===== src/rtl/vram_pkg.sv =====
// Shared definitions for the VRAM SPI SRAM access blocks: opcodes, frame size
// and the write-drainer state encoding.
package vram_pkg;

  localparam logic [7:0] CMD_WRITE = 8'h02;
  localparam logic [7:0] CMD_READ  = 8'h03;

  localparam int FRAME_BITS              = 48;
  localparam int DESELECT_CYCLES_DEFAULT = 2;

  typedef enum logic [2:0] {
    IDLE     = 3'd0,
    WAIT_GNT = 3'd1,
    SELECT   = 3'd2,
    SHIFT    = 3'd3,
    DESELECT = 3'd4
  } state_t;

endpackage


===== src/rtl/vram_spi_shift_out.sv =====
// 48-bit SPI mode-0 serializer: a load/shift register, a two-phase sclk toggle
// and a bit counter. The top-level state machine decides when to load and shift.
module vram_spi_shift_out
  import vram_pkg::*;
(
  input  logic                  clk,
  input  logic                  reset,
  input  logic                  load,
  input  logic [FRAME_BITS-1:0] load_data,
  input  logic                  shift_en,
  output logic                  ram_sclk,
  output logic                  ram_mosi,
  output logic                  last_bit
);

  // Bit 47 goes straight to ram_mosi on load, so only the remaining 47 bits are kept.
  logic [FRAME_BITS-2:0] sr;
  logic                  phase;
  logic [5:0]            bit_cnt;

  // Phase H raises sclk; phase L drops it and presents the next bit.
  always_ff @(posedge clk) begin
    if (reset) begin
      sr       <= '0;
      phase    <= 1'b0;
      bit_cnt  <= 6'd0;
      ram_sclk <= 1'b0;
      ram_mosi <= 1'b0;
      last_bit <= 1'b0;
    end else if (load) begin
      sr       <= load_data[FRAME_BITS-2:0];
      phase    <= 1'b0;
      bit_cnt  <= 6'd0;
      ram_sclk <= 1'b0;
      ram_mosi <= load_data[FRAME_BITS-1];
      last_bit <= 1'b0;
    end else if (shift_en) begin
      if (!phase) begin
        ram_sclk <= 1'b1;
        phase    <= 1'b1;
      end else begin
        ram_sclk <= 1'b0;
        phase    <= 1'b0;
        if (bit_cnt == 6'd47) begin
          // Final falling edge: nothing left to present, park the data line low.
          ram_mosi <= 1'b0;
          last_bit <= 1'b1;
        end else begin
          ram_mosi <= sr[FRAME_BITS-2];
          sr       <= {sr[FRAME_BITS-3:0], 1'b0};
          bit_cnt  <= bit_cnt + 6'd1;
        end
      end
    end
  end

endmodule


===== src/rtl/vram_write_drainer.sv =====
// Drains the VRAM write FIFO: each entry becomes one SPI SRAM write frame
// (opcode, 24-bit byte address, 16-bit word) under a per-word bus grant.
module vram_write_drainer
  import vram_pkg::*;
#(
  parameter int         DATA_WIDTH      = 16,
  parameter int         ADDRESS_WIDTH   = 16,
  parameter logic [7:0] CMD_WRITE       = 8'h02,
  parameter int         DESELECT_CYCLES = 2
) (
  input  logic                     clk,
  input  logic                     reset,
  input  logic                     fifo_empty,
  input  logic [ADDRESS_WIDTH-1:0] fifo_read_address,
  input  logic [DATA_WIDTH-1:0]    fifo_read_data,
  output logic                     fifo_read_request,
  output logic                     bus_req,
  input  logic                     bus_gnt,
  output logic                     ram_cs_n,
  output logic                     ram_sclk,
  output logic                     ram_mosi,
  output logic                     busy,
  output logic                     write_done
);

  state_t                state;
  state_t                state_next;
  logic [3:0]            desel_cnt;
  logic                  load;
  logic                  shift_en;
  logic                  last_bit;
  logic                  cs_n_next;
  logic                  bus_req_next;
  logic                  write_done_next;
  logic [FRAME_BITS-1:0] frame;

  // Word address becomes a byte address, zero padded on the MSB side to 24 bits.
  assign frame = {CMD_WRITE, 24'({fifo_read_address, 1'b0}), fifo_read_data};

  vram_spi_shift_out u_shift (
    .clk       (clk),
    .reset     (reset),
    .load      (load),
    .load_data (frame),
    .shift_en  (shift_en),
    .ram_sclk  (ram_sclk),
    .ram_mosi  (ram_mosi),
    .last_bit  (last_bit)
  );

  // Next-state and next-output logic; registered outputs change on the transition edge.
  always_comb begin
    state_next        = state;
    load              = 1'b0;
    shift_en          = 1'b0;
    fifo_read_request = 1'b0;
    cs_n_next         = ram_cs_n;
    bus_req_next      = bus_req;
    write_done_next   = 1'b0;
    case (state)
      IDLE: begin
        if (!fifo_empty) begin
          bus_req_next = 1'b1;
          state_next   = WAIT_GNT;
        end else begin
          state_next = IDLE;
        end
      end
      WAIT_GNT: begin
        if (bus_gnt && !fifo_empty) begin
          fifo_read_request = 1'b1;
          load              = 1'b1;
          cs_n_next         = 1'b0;
          state_next        = SELECT;
        end else begin
          state_next = WAIT_GNT;
        end
      end
      SELECT: begin
        shift_en   = 1'b1;
        state_next = SHIFT;
      end
      SHIFT: begin
        if (last_bit) begin
          cs_n_next       = 1'b1;
          bus_req_next    = 1'b0;
          write_done_next = 1'b1;
          state_next      = DESELECT;
        end else begin
          shift_en = 1'b1;
        end
      end
      DESELECT: begin
        if (desel_cnt == 4'(DESELECT_CYCLES - 1)) begin
          state_next = IDLE;
        end else begin
          state_next = DESELECT;
        end
      end
      default: begin
        state_next = IDLE;
      end
    endcase
  end

  // State and registered output updates.
  always_ff @(posedge clk) begin
    if (reset) begin
      state      <= IDLE;
      ram_cs_n   <= 1'b1;
      bus_req    <= 1'b0;
      busy       <= 1'b0;
      write_done <= 1'b0;
      desel_cnt  <= 4'd0;
    end else begin
      state      <= state_next;
      ram_cs_n   <= cs_n_next;
      bus_req    <= bus_req_next;
      busy       <= (state_next != IDLE);
      write_done <= write_done_next;
      desel_cnt  <= (state == DESELECT) ? desel_cnt + 4'd1 : 4'd0;
    end
  end

endmodule


===== config.mk =====
export PLATFORM = sky130hd
export DESIGN_NAME = vram_write_drainer
export DESIGN_NICKNAME = d
export VERILOG_FILES = /design/src/rtl/vram_pkg.sv /design/src/rtl/vram_spi_shift_out.sv /design/src/rtl/vram_write_drainer.sv
export SDC_FILE = /design/constraint.sdc
export NUM_CORES = 1
export LEC_CHECK = 0
export BUFFER_PORTS_ARGS = -buffer_cell sky130_fd_sc_hd__buf_2
export CAP_MARGIN = 25
export CORE_MARGIN = 1
export CORE_UTILIZATION = 56
export CTS_CLUSTER_SIZE = 25
export DETAILED_ROUTE_END_ITERATION = 6
export PLACE_DENSITY_LB_ADDON = 0.3
export SYNTH_ARGS = -nofsm -noshare
export SYNTH_HDL_FRONTEND = slang
export SYNTH_SLANG_ARGS = --single-unit

===== constraint.sdc =====
create_clock -name clk -period 2.1 [get_ports clk]
set_clock_uncertainty 0.15 [all_clocks]
set_input_delay 0 -clock clk [delete_from_list [all_inputs] [get_ports clk]]
set_output_delay 0 -clock clk [all_outputs]
set_load 0.01 [all_outputs]

==> metrics, run 1 <==
outcome=finished clean; HP Class=input port to flop; Tmin final=1986 ps; WP data arrival=2120 ps; share of layout cells above drive strength 1=20.62%; Core Util, Final=77.06%; Sw Pwr=601.7 uW; Initial Util=59.71%; Clock Root Buffer=clkbuf_8; WHS Endpoint=state[1]$_SDFF_PP0_; syn nets=349; ANT cells=0; pre-CTS setup slack=152.7 ps; Antenna Nets Post-Route=0; routability cong.=0.8561; Area growth syn-to-layout=29.06%; combinational power share=8.0%; total power=2.848 mW; finished layout cell area=3712 sq um; RSZ-0062 raised after global routing=true; final worst-path cycle share=94.58%; fin nets=422; Worst-Skew Late Latency=340 ps; largest net degree at the start of global routing=38; Rel. slew slack=53.94%; RR Endpoint=u_shift.sr[31]$_SDFFE_PP0P_; sw frac=21.12%; leakage=1.414 nW; 1st-pass router iterations=5; Fin. Hold Viols=0; Max Clk Rate=503.5 MHz; Core Box Area=4817 sq um; crit-path max FO=17; Clock Pin Slew Worst Setup and Hold Paths=70 ps; RR Startpoint=state[2]$_SDFF_PP0_; CP Launch Type=flop; syn avg cell area=9.279 sq um; max-slew violations=0; Syn Inst Count=310; WL/cell=15.35 microns; final worst slack=113.9 ps; initial antenna violation count=0; Reg2Reg Depth=4; Critical Path RT=2230 ps; Detailed Place HPWL=3952 microns; CTS resizes=0; Hold Path Stages=3; die width=73.67 microns; first-pass GRT wire length=11360 microns; number of global-route vias before repair=2482; Max Buffers Root-to-Sink=2; Finish-stage setup viols=0; Internal Power=2.247 mW; total wire length=6984 microns; MaxCap Viol Count=0; io pins=43; Setup CP Type=flop to flop; synthesis-stage register bit count=67; drc violations=0; Via density=5.958; initial drt markers=283; Die Span Y=73.67 microns; Worst Setup End Kind=flop; Pwr Density=767.3 nW/um^2; clock sink count=67; number of port buffers=42; YS warnings=0; clock share of power=45.3%; post-synth design cell area=2877 sq um; Placed Area=3120 sq um; Worst Min Path Start=reset; total CTS buffers=9; gr ovfl total=0; Worst VDD drop=0.0006114 V; CTS tree=done; total die area=5427 sq um; FP Rows=25; via count=2711; slew at the pin with the worst max-slew slack=690.7 ps; post-synth cell types=43; Total Routing Usage GR=27.86%; H-tree levels=3; Seq/Total Area, Yosys=46.63%; worst reg2reg setup slack=110 ps; critical path startpoint=state[2]$_SDFF_PP0_; Flop pwr share=46.7%
[layout make-up]
class | count | area, sq um
sequential | 67 | 1341
multi-input combinational | 192 | 1285
fill | 326 | 1105
timing repair buffer | 91 | 678.2
clock buffer | 11 | 141.4
clock inverter | 5 | 100.1
tap | 67 | 83.83
inverter | 22 | 82.58
[what timing repair did]
item,CTS,global route
endpoints found under the hold margin,39,0
hold buffers,35,0
endpoints found under the setup margin,0,1
setup buffers,0,0
[critical path, cell delays in order, from the launching register on]
cell and delay, ps:
dfxtp_1 380, and2b_4 320, nand3_4 150, o21ai_2 610, o221a_1 320
[metal layers]
| metal | track usage, % | wire, microns | up-vias |
|---|---|---|---|
| met5 | 0 | 0 | - |
| met4 | 11.11 | 126 | 0 |
| met3 | 9.465 | 369 | 15 |
| met2 | 45.87 | 3524 | 107 |
| met1 | 33.33 | 2962 | 1292 |
| li1 | - | - | 1297 |
[synth_stat cells (all sizes together)]
master | n | area, sq um
dfxtp | 67 | 1341
a21oi | 58 | 290.3
buf | 23 | 151.4
inv | 22 | 82.58
nand3 | 22 | 127.6
o21ai | 18 | 93.84
o221a | 17 | 191.4
o211ai | 15 | 112.6
a32oi | 14 | 122.6
nor2 | 10 | 37.54
nand2 | 8 | 37.54
clkbuf | 6 | 22.52
ha | 3 | 37.54
or4 | 3 | 22.52
a211o | 2 | 17.52
o311ai | 2 | 17.52
o31ai | 2 | 15.01
or3 | 2 | 12.51
xor2 | 2 | 17.52
a221oi | 1 | 15.01
a22o | 1 | 8.760
and2b | 1 | 10.01
and3 | 1 | 6.260
nand2b | 1 | 6.260
nand3b | 1 | 7.510
nor2b | 1 | 6.260
nor3 | 1 | 5.000
nor3b | 1 | 12.51
nor4b | 1 | 15.01
o22ai | 1 | 6.260
o41ai | 1 | 8.760
or3b | 1 | 8.760
xnor2 | 1 | 8.760
[logic make-up after synthesis]
group / synth area share [%]
AO/OA/AOI/OAI: 31.27
adder cells (fa/ha/maj): 1.305
flip-flops: 46.63
buffers and inverters: 8.917
XOR/XNOR: 0.9136
AND/OR/NAND/NOR: 10.96
[sequential cells by signal, summed over array words and instances, names as in the netlist]
register / count
u_shift.ram_mosi: 1
ram_cs_n: 1
bus_req: 1
u_shift.ram_sclk: 1
write_done: 1
u_shift.sr: 47
busy: 1
u_shift.bit_cnt: 6
u_shift.last_bit: 1
state: 3
desel_cnt: 4
[placed cells by master (no fill, tap or decap), types with 2 or more instances in the layout]
master / count
dfxtp_1: 67
a21oi_1: 58
buf_2: 42
dlygate4sd3_1: 35
inv_1: 21
nand3_1: 20
o221a_1: 17
o211ai_1: 15
a32oi_1: 14
buf_4: 13
o21ai_0: 10
nor2_1: 10
clkbuf_8: 10
nand2_1: 7
o21ai_1: 7
or4_1: 3
ha_1: 3
bufinv_16: 3
or3_1: 2
a211o_1: 2
xor2_1: 2
o31ai_1: 2
clkinv_2: 2
[power groups by stage]
stage	clock, mW	sequential, mW	combinational, mW
final	1.29	1.33	0.228
after detailed placement	0	1.36	0.170
after CTS	1.31	1.33	0.222
after global placement	0	1.36	0.167
after floorplan	0	1.36	0.106
after global routing	1.37	1.33	0.249
[through the flow]
stage               TNS, ps  instances  hold slack [ps]
detailed placement        0        404            110.8
finish                    0        455            310.3
CTS                       0        455            299.5
global placement          0        404            106.3
floorplan                 0        310           -80.32
global route         -1.847        455            308.7
[worst max-delay path by stage]
stage                                        to  slack (ps)  depth (start not counted)
floorplan           u_shift.sr[17]$_SDFFE_PP0P_         280                          7
global placement    u_shift.sr[29]$_SDFFE_PP0P_         170                          4
detailed placement  u_shift.sr[29]$_SDFFE_PP0P_         150                          4
CTS                           fifo_read_request         130                          5
global route        u_shift.sr[31]$_SDFFE_PP0P_          -2                          4
finish              u_shift.sr[31]$_SDFFE_PP0P_         110                          4
No activity file was read; power rests on OpenSTA's default activity.
==> run 2, diff against run 1 <==
- ABC_AREA: default -> 1
==> metrics, run 2 <==
ANT cells=0 (unchanged); slew at the pin with the worst max-slew slack=503.7 ps (-187.1 ps); Fin. Hold Viols=0 (unchanged); max-slew violations=0 (unchanged); MaxCap Viol Count=0 (unchanged); outcome=finished clean; Die Span Y=75.50 microns (+2.5%); Seq/Total Area, Yosys=44.33% (-2.3 points); RR Startpoint=u_shift.bit_cnt[0]$_SDFFE_PP0P_; via count=2810 (+3.7%); Tmin final=1872 ps (-114.2 ps); final hold slack=83.04 ps (-227.3 ps); Synth area leaders=dfxtp_1 (44%), nand2_1 (11%), a21oi_1 (7.8%); total power=2.681 mW (-5.9%); total die area=5700 sq um (+5.0%); Largest Register=u_shift.sr; leakage=1.693 nW (+20%); Buffers & Inverters on Critical Path=1 (+1); CP max stage delay=390 ps (-220 ps); Flop pwr share=49.4% (+2.7 points); RSZ-0062 raised after global routing=false; Max Buffers Root-to-Sink=2 (unchanged); Max Clk Rate=534.2 MHz (+6.1%); first-pass GRT wire length=11270 microns (-0.79%); synthesis-stage register bit count=67 (unchanged); Finished Layout Cells=561 (+23%); Clock Pin Slew Worst Setup and Hold Paths=70 ps (about the same); cell chain of the critical path=ha_1 -> nand3_1 -> nor2_4 -> inv_2 -> nand2_4 -> nand2_1 -> nor2_1 -> nor2_1; Synth area leader=dfxtp_1; Reg2Reg Depth=8 (+4); CP delay by family, top=simple AND/OR/NAND/NOR gates; Via density=5.009 (-16%); Clock Root Buffer=clkbuf_8; Core Box Area=5140 sq um (+6.7%); Area growth syn-to-layout=25.06%; Pwr Density=708.5 nW/um^2 (-7.7%); Setup CP Type=flop to flop; TNS Setup=0 ps (unchanged); WP data arrival=1960 ps (-160 ps); number of port buffers=42 (unchanged); initial antenna violation count=0 (unchanged); YS warnings=0 (unchanged); total CTS buffers=9 (unchanged); DP Cell Count=512 (+27%); syn nets=450 (+29%); H-tree levels=3 (unchanged); largest net degree at the start of global routing=26 (-32%); 1st-pass router iterations=4 (-1); number of global-route vias before repair=2672 (+7.7%); biggest regs=u_shift.sr x47, u_shift.bit_cnt x6, desel_cnt x4; Rel. slew slack=66.38% (+12 points); Worst-Skew Late Latency=340 ps (about the same); crit-path max FO=23 (+6); combinational power share=9.7% (+1.7 points); CP max stage cell=dfxtp_1; Synth async-reset ratio=0% (unchanged); Detailed Place HPWL=4131 microns (+4.5%); io pins=43 (unchanged); commonest cells after routing, fill and taps aside=nand2_1 (90), dfxtp_1 (67), nor2_1 (56); Syn Inst Count=411 (+33%); synth cell count leaders=nand2_1 (90), dfxtp_1 (67), nor2_1 (56); routability cong.=0.7601 (-11%); CP most frequent cell=nor2_1; FP Rows=26 (+4.0%); ys flop type=dfxtp_1; worst reg2reg setup slack=230 ps (+110 ps); Antenna Nets Post-Route=0 (unchanged); Post-CTS Hold Buffers=35 (unchanged); Total Routing Usage GR=26.57% (-1.3 points); final worst-path cycle share=89.14% (-5.4 points); WL/cell=12.30 microns (-20%); Initial Util=58.86% (-0.85 points); share of layout cells above drive strength 1=17.11% (-3.5 points); commonest non-fill, non-tap cell in the layout=nand2_1; post-synth top area share=44.33% (-2.3 points); Fill cells=401 (+23%); CP Launch Type=flop; CP endpoint=u_shift.sr[2]$_SDFFE_PP0P_; sw frac=23.09% (+2.0 points); fin nets=527 (+25%); Setup Buffers After CTS=0 (unchanged); Worst Setup End Kind=flop; CP Depth=8 (+4); clock share of power=40.9% (-4.4 points); Worst VDD drop=0.0004988 V (-18%); total wire length=6899 microns (-1.2%); drc violations=0 (unchanged); die width=75.50 microns (+2.5%); initial drt markers=160 (-43%); Finish-stage setup viols=0 (unchanged); RR Endpoint=u_shift.sr[2]$_SDFFE_PP0P_; Largest register FFs=47 (unchanged); critical path startpoint=u_shift.bit_cnt[0]$_SDFFE_PP0P_; post-synth cell types=31 (-28%); cell with the most instances after synthesis=nand2_1; Sw Pwr=619.0 uW (+2.9%); clock sink count=67 (unchanged); CTS resizes=0 (unchanged); gr ovfl total=0 (unchanged); syn avg cell area=7.361 sq um (-21%); post-synth design cell area=3025 sq um (+5.2%); Critical Path RT=2190 ps (-40 ps); HP Class=input port to flop; Internal Power=2.062 mW (-8.2%); number of synthesized flops with an enable pin=0 (unchanged); CTS tree=done
run 2: changes by cell type after synthesis, moves of 7 or more:
cell	change
a32oi_1	-14
nand2_1	+83
o211ai_1	-11
nor2_1	+46
o221a_1	-17
a21oi_1	-11
o21ai_1	-7
a21oi_2	+8
inv_1	+34
nand3_1	+7
buf_2	-8
run 2: layout make-up:
type / instances / area, sq um / share of cell area [%]
inverters: 58 / 217.7 / 5.754
flip-flops and latches: 67 / 1341 / 35.45
multi-input cells: 266 / 1296 / 34.26
clock inverters: 2 / 35.03 / 0.9259
repair buffers: 86 / 640.6 / 16.93
well taps: 70 / 87.58 / 2.315
clock buffers: 12 / 165.2 / 4.365
run 2: worst min-delay path by stage:
| stage | slack [ps] | endpoint | start | cells after the start |
|---|---|---|---|---|
| final | 80 | u_shift.sr[0]$_SDFFE_PP0P_ | bus_gnt | 7 |
| after global routing | 130 | u_shift.sr[19]$_SDFFE_PP0P_ | bus_gnt | 9 |
| after CTS | 70 | u_shift.sr[0]$_SDFFE_PP0P_ | bus_gnt | 7 |
| after detailed placement | 120 | u_shift.sr[0]$_SDFFE_PP0P_ | fifo_read_data[0] | 3 |
| after global placement | 120 | u_shift.sr[0]$_SDFFE_PP0P_ | fifo_read_data[0] | 3 |
| after floorplan | -2 | u_shift.sr[0]$_SDFFE_PP0P_ | fifo_read_data[0] | 2 |
run 2: kinds of logic (layout without fill, tap and decap cells):
| group | count (synthesis) | in the layout | share of synthesized area [%] |
|---|---|---|---|
| AOI/OAI and AO/OA | 74 | 74 | 13.94 |
| xor gates and xnor gates | 2 | 2 | 0.5791 |
| adders and majority gates | 3 | 3 | 1.241 |
| buffers and inverters | 78 | 158 | 12.82 |
| DFF | 67 | 67 | 44.33 |
| and+or+nand+nor | 187 | 187 | 27.09 |
run 2: power groups by stage:
stage	registers (mW)	logic, mW	clock network [mW]
5_1_grt	1.33	0.290	1.16
3_5_place_dp	1.35	0.200	0
6_report	1.33	0.259	1.10
3_3_place_gp	1.35	0.196	0
4_1_cts	1.32	0.251	1.10
2_1_floorplan	1.35	0.132	0
run 2: worst register-to-register path: stages (launching register included):
cell and delay, ps:
dfxtp_1 390, ha_1 220, nand3_1 150, nor2_4 170
inv_2 60, nand2_4 210, nand2_1 220, nor2_1 150
nor2_1 60
run 2: metal layers:
metal | share of wire, % | vias up | GRT usage (%)
met2 | 49 | 74 | 44.54
met5 | 0 | - | 0
li1 | - | 1441 | -
met3 | 4.5 | 22 | 5.291
met1 | 43 | 1273 | 31.82
met4 | 3.0 | 0 | 15.23
run 2: through the flow:
step | utilization (%) | setup slack (ps) | area (sq um)
after floorplan | - | 483.5 | 3025
after global placement | 62.90 | 343.4 | 3233
after detailed placement | 62.90 | 219.5 | 3233
after CTS | 73.61 | 215.5 | 3784
after global routing | 73.61 | 66.03 | 3784
final | 73.61 | 228.1 | 3784
